**config.mk**
```make
export PLATFORM = sky130hd
export DESIGN_NAME = conv_serie_paralelo_4b
export DESIGN_NICKNAME = d
export VERILOG_FILES = /design/src/rtl/conv_serie_paralelo_4b.sv
export SDC_FILE = /design/constraint.sdc
export NUM_CORES = 1
export LEC_CHECK = 0
export BUFFER_PORTS_ARGS = -buffer_cell sky130_fd_sc_hd__clkbuf_2
export CORE_AREA = 2 2 39 41
export DETAILED_ROUTE_END_ITERATION = 8
export DIE_AREA = 0 0 41 43
export MAX_ROUTING_LAYER = met4
export PLACE_DENSITY = 0.68
export SLEW_MARGIN = 25
export SYNTH_ARGS = -nofsm -noshare
export SYNTH_HDL_FRONTEND = slang
export SYNTH_SLANG_ARGS = --single-unit
```
**constraint.sdc**
```tcl
create_clock -name clk -period 2.16 [get_ports clk]
set_input_delay 0.216 -clock clk [delete_from_list [all_inputs] [get_ports clk]]
set_output_delay 0.216 -clock clk [all_outputs]
set_load 0.02 [all_outputs]
```
**src/rtl/conv_serie_paralelo_4b.sv**
```systemverilog
// Purpose : serial-to-parallel converter; assembles WIDTH serial bits (paced by bit_en) into a word.
// Latency : start seen at E0, bits sampled on bit_en edges; word/valid update on the edge taking bit WIDTH.
// Backpr. : none; start is ignored while a frame is in progress, bit_en=0 stalls the frame in place.
//
// Ports:
//   clk     system clock, rising edge
//   rst     asynchronous reset, active-high; clears state, word, valid and busy
//   din     serial data, sampled only in SHIFT on edges with bit_en=1
//   bit_en  bit-sample tick (tie high for one bit per clock)
//   start   begin a frame; honoured only while idle
//   word    last completed frame, held until the next completion
//   valid   one-cycle strobe, high in the cycle after a completion edge
//   busy    high while a frame is being assembled
module conv_serie_paralelo_4b #(
    parameter int WIDTH     = 4,
    parameter bit MSB_FIRST = 1'b1
) (
    input  logic             clk,
    input  logic             rst,
    input  logic             din,
    input  logic             bit_en,
    input  logic             start,
    output logic [WIDTH-1:0] word,
    output logic             valid,
    output logic             busy
);

    localparam int CW = $clog2(WIDTH + 1);

    typedef enum logic {
        ST_IDLE  = 1'b0,
        ST_SHIFT = 1'b1
    } state_t;

    state_t           state_q, state_d;
    logic [CW-1:0]    cnt_q, cnt_d;
    logic [WIDTH-1:0] sr_q, sr_d;
    logic [WIDTH-1:0] word_q, word_d;
    logic             valid_q, valid_d;
    logic             busy_q, busy_d;
    logic [WIDTH-1:0] shifted;

    // Shift register with the incoming bit already applied; used both for the
    // running value and for the completed word on the final-bit edge, so the
    // last bit lands in the word in the same cycle it is sampled.
    always_comb begin
        shifted = sr_q;
        if (MSB_FIRST) begin
            shifted = {sr_q[WIDTH-2:0], din};
        end else begin
            shifted = {din, sr_q[WIDTH-1:1]};
        end
    end

    always_comb begin
        state_d = state_q;
        cnt_d   = cnt_q;
        sr_d    = sr_q;
        word_d  = word_q;
        valid_d = 1'b0;

        case (state_q)
            ST_IDLE: begin
                // din is deliberately not sampled in the start cycle.
                if (start) begin
                    state_d = ST_SHIFT;
                    cnt_d   = '0;
                    sr_d    = '0;
                end
            end
            ST_SHIFT: begin
                // start is ignored here, including on the final-bit edge.
                if (bit_en) begin
                    sr_d = shifted;
                    if (cnt_q == CW'(WIDTH - 1)) begin
                        word_d  = shifted;
                        valid_d = 1'b1;
                        cnt_d   = '0;
                        state_d = ST_IDLE;
                    end else begin
                        cnt_d = cnt_q + CW'(1);
                    end
                end
            end
            default: begin
                state_d = ST_IDLE;
                cnt_d   = '0;
            end
        endcase

        // busy is registered from the next state so it drops in the same
        // cycle valid rises.
        busy_d = (state_d == ST_SHIFT);
    end

    always_ff @(posedge clk or posedge rst) begin
        if (rst) begin
            state_q <= ST_IDLE;
            cnt_q   <= '0;
            sr_q    <= '0;
            word_q  <= '0;
            valid_q <= 1'b0;
            busy_q  <= 1'b0;
        end else begin
            state_q <= state_d;
            cnt_q   <= cnt_d;
            sr_q    <= sr_d;
            word_q  <= word_d;
            valid_q <= valid_d;
            busy_q  <= busy_d;
        end
    end

    assign word  = word_q;
    assign valid = valid_q;
    assign busy  = busy_q;

endmodule
```
==> Yosys cells after proc, flatten, opt, wreduce, memory -nomap -nowiden <==
Index checks and enable logic that the tools add are counted.
{ "word_totals": {"output_inout_bits": 6, "regBits": 12, "word_cells": 26, "input_bits": 5} }
{ "op_classes": {"n_eq_ne": 3, "bitwise_logic": 1, "reduce_logical": 2, "muxes": 14, "add_sub_neg": 1} }
{ "op_table": {"columns": ["cell", "count"], "rows": [
  ["2-to-1 mux 3 bit", 5],
  ["case mux 3 bit (2 select lines)", 2],
  ["2-to-1 mux 1 bit", 6],
  ["inequality test 2 bit, second input constant", 2],
  ["adder 3 x 1 -> 3 bit, second input constant", 1],
  ["== test 3 x 2 -> 1 bit, second input constant", 1],
  ["AND reduction 3 bit", 1],
  ["case mux 1 bit (2 select lines)", 1],
  ["AND reduction 2 bit", 1],
  ["inverter 1 bit", 1]
]} }

==> Depth between registers and ports, before layout <==
Gate-level depths: netlist of run 1.
{ "depth": {"depth_word": 4, "depth_mapped": 3, "depth_no_buf": 3} }

==> Worst setup path after synthesis of run 1 <==
Ideal clock, no wire load.
{ "synth_timing": {"path_kind": "reg2reg", "start": "register cnt_q[0]", "end": "register word_q[0], in the netlist word[0]", "setup_ns": 0.125, "t_arrival_ns": 1.058, "path_slack_ns": 0.978, "n_path_buf": 0, "period_less_slack_ns": 1.182, "path_stages_with_launch": 4, "cell_sequence": "dfrtp_1 > ha_1 > nand4b_4 > mux2_2"} }
{ "synth_via": {"elab_chain_len": 2} }
{ "synth_lines": {"columns": ["item", "line_no", "text"], "rows": [
  ["from (decl)", "36", "logic [CW-1:0] cnt_q, cnt_d;"],
  ["from (signal assigned)", "106", "cnt_q <= cnt_d;"],
  ["== test 3 x 2 -> 1 bit", "75", "if (cnt_q == CW'(WIDTH - 1)) begin"],
  ["AND reduction 3 bit (no source line)", null, null],
  ["to (signal assigned)", "108", "word_q <= word_d;"],
  ["to (decl)", "38", "logic [WIDTH-1:0] word_q, word_d;"]
]} }
No other way between the ends.
A chain may end at the register's enable or synchronous reset.

==> Final worst setup path of run 1 <==
{ "layout_timing": {"start": "register busy_q, in the netlist busy", "end": "output busy"} }
{ "layout_rtl": {"columns": ["item", "line_no", "text"], "rows": [
  ["from (decl)", "40", "logic busy_q, busy_d;"],
  ["from (signal assigned)", "110", "busy_q <= busy_d;"],
  ["to (decl)", "25", "output logic busy"]
]} }
No word-level cell between the ends.

==> reports/metrics.yaml, run 1 <==
status: "finished, final reports clean"
overflow: 0
ant_nets: 0
clockBufferDepth: 2
rows: 14
synth_top_area_share_pct: 57.42
antenna_cells: 0
place.detailed.hpwl_um: 609.4
cp_slowest_cell: "dfrtp_1"
finalCritPeriodShare_pct: 60.88
avgSynthCellArea_um2: 14.94
drc: 0
reg2reg_from: "cnt_q[0]$_DFFE_PP0P_"
grt_pass1_wl_mm: 1.386
pwr-share-clk_pct: 21.6
hold_path.class: "input pin to register"
crit_path_end_kind: "primary output"
core-area_mm2: 0.001384
final_util_pct: 44.57
dr.pass1.iters: 2
root_buffer: "clkbuf_4"
gp_congestion: 0.7188
drt_iter0_drc: 1
hold_viol: 0
fillers: 141
p_switching_mw: 0.2685
cts_buffers: 3
area_growth_pct: 17.94
p_int_mw: 0.5407
fin_crit_ns: 1.315
slew_headroom_pct: 71.27
vias: 336
arrival_ns: 1.10
drive_gt1_share_pct: 41.67
power_switching_share_pct: 33.18
clk_pin_slew_worst_paths_ns: 0.07
maxCapViolations: 0
crit_chain: "clkbuf_2"
critical-path-top-delay-family: "flip-flops"
worstHoldStart: "din"
cts_tree: "built"
grt_pass1_vias: 317
crit_path_start: "busy$_DFF_PP0_"
rsz0062_at_grt: "no"
synth_seq_cells: 12
fmax_mhz: 760.5
wire_per_inst_um: 12.97
peakVddDrop_v: 0.0006313
tns_ns: 0
synth_area_um2: 523.0
antenna_found_initial: 0
seq_area_frac_synth_pct: 57.42
syn_inst: 35
clk_latency_ns: 0.27
synthesis.nets: 41
die_h_um: 43
fin_worst_skew_ns: 0.001998
port_buffers: 10
via_per_inst: 5.250
tightest_slew_ns: 0.4305
ios: 11
cp_slowest_stage_delay_ns: 0.58
ys.warnings.count: 0
pwr-share-comb_pct: 32.8
power_density_mw_per_mm2: 1312
seq_power_share_pct: 45.6
path_class: "register to primary output"
clock_sinks: 12
crit_path_start_kind: "register"
synth_top_area_cell: "dfrtp_1"
htree_num_levels: 1
finalSetupViolCount: 0
initial_core_util_pct: 37.79
die_w_um: 41
timing.final.max_slew_violations: 0
cp.required_ns: 1.94
synth.distinct_cells: 16
dieArea_mm2: 0.001763
grt_start_max_net_pins: 13
synth_area_leaders: "dfrtp_1 57%, mux2_2 8.6%, a32o_1 5.7%"
crit_path_max_fanout: 10
nNetsFinal: 55
grt_use_total_pct: 12.53
drt-total-wl_um: 830
timing.critical_path.buf_inv: 1
leakage_nw: 0.3325
per-layer routing:
| layer | wire length (um) | vias up | GRT usage (%) |
|---|---|---|---|
| met5 | 0 | - | - |
| met4 | 24 | 0 | 10.00 |
| met3 | 55 | 4 | 3.141 |
| met2 | 378 | 10 | 15.00 |
| met1 | 372 | 166 | 17.30 |
| li1 | - | 156 | - |
cell families after synthesis:
group	share of synthesized area (%)
adder cells (fa/ha/maj)	2.392
AND/OR/NAND/NOR	9.090
buffers and inverters	5.742
flip-flops	57.42
AO/OA/AOI/OAI	11.96
multiplexers	13.40
metrics by stage:
stage | total power, mW | worst slack, ns | instances | hold WS [ns] | instance area [um^2]
after CTS | 0.8171 | 0.8579 | 64 | 0.1996 | 616.8
final | 0.8092 | 0.8450 | 64 | 0.1987 | 616.8
after floorplan | 0.5751 | 0.9777 | 35 | 0.08070 | 523.0
after detailed placement | 0.6406 | 0.9149 | 59 | 0.2206 | 570.5
after global routing | 0.8607 | 0.8045 | 64 | 0.2101 | 616.8
after global placement | 0.6350 | 0.9143 | 59 | 0.2156 | 570.5
cell usage after synthesis:
cell type and count:
buf_6 2, ha_1 1, a22o_1 1, dfrtp_1 12
inv_1 2, nand4b_4 1, o2bb2ai_1 1, mux2_4 1
nor2b_1 2, nand3b_1 1, nor2_1 1, o21a_1 1
a32o_1 3, mux2_2 4, mux2i_1 1, a21boi_0 1
state kept, by name (all words and copies together), names as in the netlist:
register,cells
busy,1
valid,1
cnt_q,3
word,4
sr_q,3
final timing paths:
| check | endpoint | cells past startpoint | slack (ns) |
|---|---|---|---|
| setup reg to reg | word[0]$_DFFE_PP0P_ | 3 | 0.92 |
| hold reg to reg | word[3]$_DFFE_PP0P_ | 1 | 0.51 |
| max in group asynchronous | cnt_q[0]$_DFFE_PP0P_ | 3 | 1.39 |
| min in group asynchronous | valid$_DFF_PP0_ | 3 | 0.47 |
| hold / removal | word[0]$_DFFE_PP0P_ | 2 | 0.20 |
| setup / recovery | busy | 1 | 0.85 |
power by group through the flow:
stage          registers (mW)  logic, mW  clock network, mW
6_report                0.369      0.265              0.175
5_1_grt                 0.380      0.290              0.191
4_1_cts                 0.367      0.271              0.180
3_5_place_dp            0.371      0.269                  0
3_3_place_gp            0.370      0.265                  0
2_1_floorplan           0.404      0.171                  0
cell usage in the layout (no fill, tap or decap), types with 2 or more instances in the layout:
master	Yosys	final
a32o_1	3	3
mux2_2	4	4
nor2b_1	2	2
clkbuf_2	0	10
clkbuf_4	0	3
inv_1	2	2
dfrtp_1	12	12
area by class of cell:
cell class,instances,area (um^2),share of cell area (%)
Timing Repair Buffer,11,60.06,9.736
Multi-Input combinational cell,19,192.7,31.24
Tap cell,16,20.02,3.245
Sequential cell,12,300.3,48.68
Inverter,2,7.507,1.217
Clock buffer,4,36.28,5.882
timing repair:
action,4_1_cts,5_1_grt
buffers inserted,0,0
resized for setup,0,0
endpoints found under the hold margin,12,0
hold buffers,1,0
Power figures use the tool's default switching activity.
==> run 2, diff against run 1 <==
==> constraint.sdc (replaced) <==
create_clock -name clk -period 1.3 [get_ports clk]
set_input_delay 0.13 -clock clk [delete_from_list [all_inputs] [get_ports clk]]
set_output_delay 0.13 -clock clk [all_outputs]
set_load 0.02 [all_outputs]
==> run 2 against run 1 <==
Register-to-register slack worse by 0.86 ns. First-iteration DRC count grew to 4.0 times the previous value. Die area stayed put. Core utilization rose by 1.1 points. Routed wire length fell by 3.0%. Clock power rose by 66%. Clock-buffer cell count unchanged. Sequential share of layout area decreased by 1.2 points. Total power grew 69%. Via count decreased by 4.2%. Final area up 2.4%. Clock skew hardly changed. Critical endpoint is now word[0]$_DFFE_PP0P_. Largest cell class unchanged.
==> reports/metrics.yaml, run 2 (synthesized netlist as in run 1, its figures left out) <==
status: "finished, final reports clean"
fillers: 131  # -7.1%
dieArea_mm2: 0.001763  # unchanged
overflow: 0  # unchanged
die_h_um: 43  # unchanged
place_inst: 61  # +3.4%
fin_crit_ns: 1.238
crit_path_start_kind: "register"
leakage_nw: 0.3416  # +2.7%
ios: 11  # unchanged
area_growth_pct: 20.81
crit_chain: "ha_1 -> nand4b_4 -> mux2_2"
grt_busiest_layer: "met1"
grt_use_total_pct: 12.75  # +0.22 points
grt_pass1_wl_mm: 1.449  # +4.5%
clk_pin_slew_worst_paths_ns: 0.07  # about the same
clockBufferDepth: 2  # unchanged
via_per_inst: 4.879  # -7.1%
antenna_found_initial: 0  # unchanged
largest_reg_flops: 4  # unchanged
grt_use_met2_pct: 14.37  # -0.63 points
rsz0062_at_grt: "no"
hold_viol: 0  # unchanged
cp_slowest_cell: "dfrtp_1"
post-cts-setup-buffers: 0  # unchanged
port_buffers: 10  # unchanged
met3_usage_pct: 1.571  # -1.6 points
cp_slowest_stage_delay_ns: 0.39  # -0.19 ns
grt_pass1_vias: 319  # +0.63%
grt_start_max_net_pins: 13  # unchanged
r2r_cells: 3  # unchanged
antenna_cells: 0  # unchanged
mostFrequentLayoutCells: "12 x dfrtp_1, 10 x clkbuf_2, 4 x mux2_2"
ant_nets: 0  # unchanged
wire_per_inst_um: 12.20  # -6.0%
arrival_ns: 1.39  # +0.29 ns
cts_buffers: 3  # unchanged
place.detailed.hpwl_um: 621.5  # +2.0%
clk_latency_ns: 0.27  # about the same
clock_sinks: 12  # unchanged
use_met1_pct: 20.83  # +3.5 points
fmax_mhz: 807.5
dr.pass1.iters: 4  # +2
crit_path_max_fanout: 6  # -4
slew_headroom_pct: 70.96  # -0.31 points
drive_gt1_share_pct: 44.00  # +2.3 points
final_common_cell: "dfrtp_1"
drc: 0  # unchanged
rows: 14  # unchanged
root_buffer: "clkbuf_4"
tightest_slew_ns: 0.4351  # +0.004660 ns
vias: 322  # -4.2%
nNetsFinal: 57  # +3.6%
path_class: "register to register"
htree_num_levels: 1  # unchanged
finalSetupViolCount: 0  # unchanged
timing.final.max_slew_violations: 0  # unchanged
instances_no_fill: 66  # +3.1%
finalCritPeriodShare_pct: 95.27
drt_iter0_drc: 4  # +3
fin_worst_skew_ns: 0.002405  # +0.0004073 ns
hold_depth: 2  # unchanged
cp.required_ns: 1.45  # -0.49 ns
drt-total-wl_um: 805  # -3.0%
cts_resized: 0  # unchanged
cts_tree: "built"
peakVddDrop_v: 0.001010  # +60%
maxCapViolations: 0  # unchanged
core-area_mm2: 0.001384  # unchanged
die_w_um: 41  # unchanged
initial_core_util_pct: 37.79  # unchanged
power_density_mw_per_mm2: 2162  # +65%
hold_path.class: "input pin to register"
cts-hold-fix-buffers: 1  # unchanged
gp_congestion: 0.6959  # -3.2%
tns_ns: 0  # unchanged
crit_path_end_kind: "register"
==> run 2: metal layers <==
metal	part of all wire, %	up-vias
li1	-	157
met1	50	155
met2	44	8
met3	3.7	2
met4	2.0	0
met5	0	-
==> run 2: area by class of cell <==
type | count | area [um^2] | share of cell area, %
Multi-Input combinational cell | 19 | 192.7 | 30.50
Tap cell | 16 | 20.02 | 3.168
Inverter | 2 | 7.507 | 1.188
Sequential cell | 12 | 300.3 | 47.52
Timing Repair Buffer | 13 | 75.07 | 11.88
Clock buffer | 4 | 36.28 | 5.743
==> run 2: final timing paths <==
path,from,end,slack (ns)
max,cnt_q[0]$_DFFE_PP0P_,word[0]$_DFFE_PP0P_,0.06
max reg2reg,cnt_q[0]$_DFFE_PP0P_,word[0]$_DFFE_PP0P_,0.06
min reg2reg,cnt_q[1]$_DFFE_PP0P_,cnt_q[1]$_DFFE_PP0P_,0.50
min,din,word[0]$_DFFE_PP0P_,0.12
max in group asynchronous,rst,cnt_q[2]$_DFFE_PP0P_,0.61
min in group asynchronous,rst,valid$_DFF_PP0_,0.39
==> run 2: worst max-delay path: cells and delay by family, from the launching register on <==
family	cells	cell delay, ns
simple gates	1	0.14
flops	1	0.39
fa+ha+maj	1	0.25
mux	1	0.34
==> run 2: power breakdown <==
| group | total [mW] | switching, mW | leakage (nW) | internal [mW] |
|---|---|---|---|---|
| combinational | 0.483 | 0.241 | 0.170 | 0.241 |
| clock | 0.290 | 0.120 | 0.0210 | 0.170 |
| sequential | 0.594 | 0.0861 | 0.150 | 0.508 |
==> run 2: per-stage QoR <==
step | power (mW) | cell area [um^2] | hold slack [ns] | util (%) | worst slack, ns
after floorplan | 0.9555 | 523.0 | -0.005301 | - | 0.1177
after global placement | 1.084 | 585.6 | 0.1242 | 42.31 | 0.08060
after detailed placement | 1.094 | 585.6 | 0.1316 | 42.31 | 0.06040
after CTS | 1.386 | 631.9 | 0.1159 | 45.66 | 0.05152
after global routing | 1.472 | 631.9 | 0.1174 | 45.66 | 0.004470
final | 1.366 | 631.9 | 0.1206 | 45.66 | 0.06154
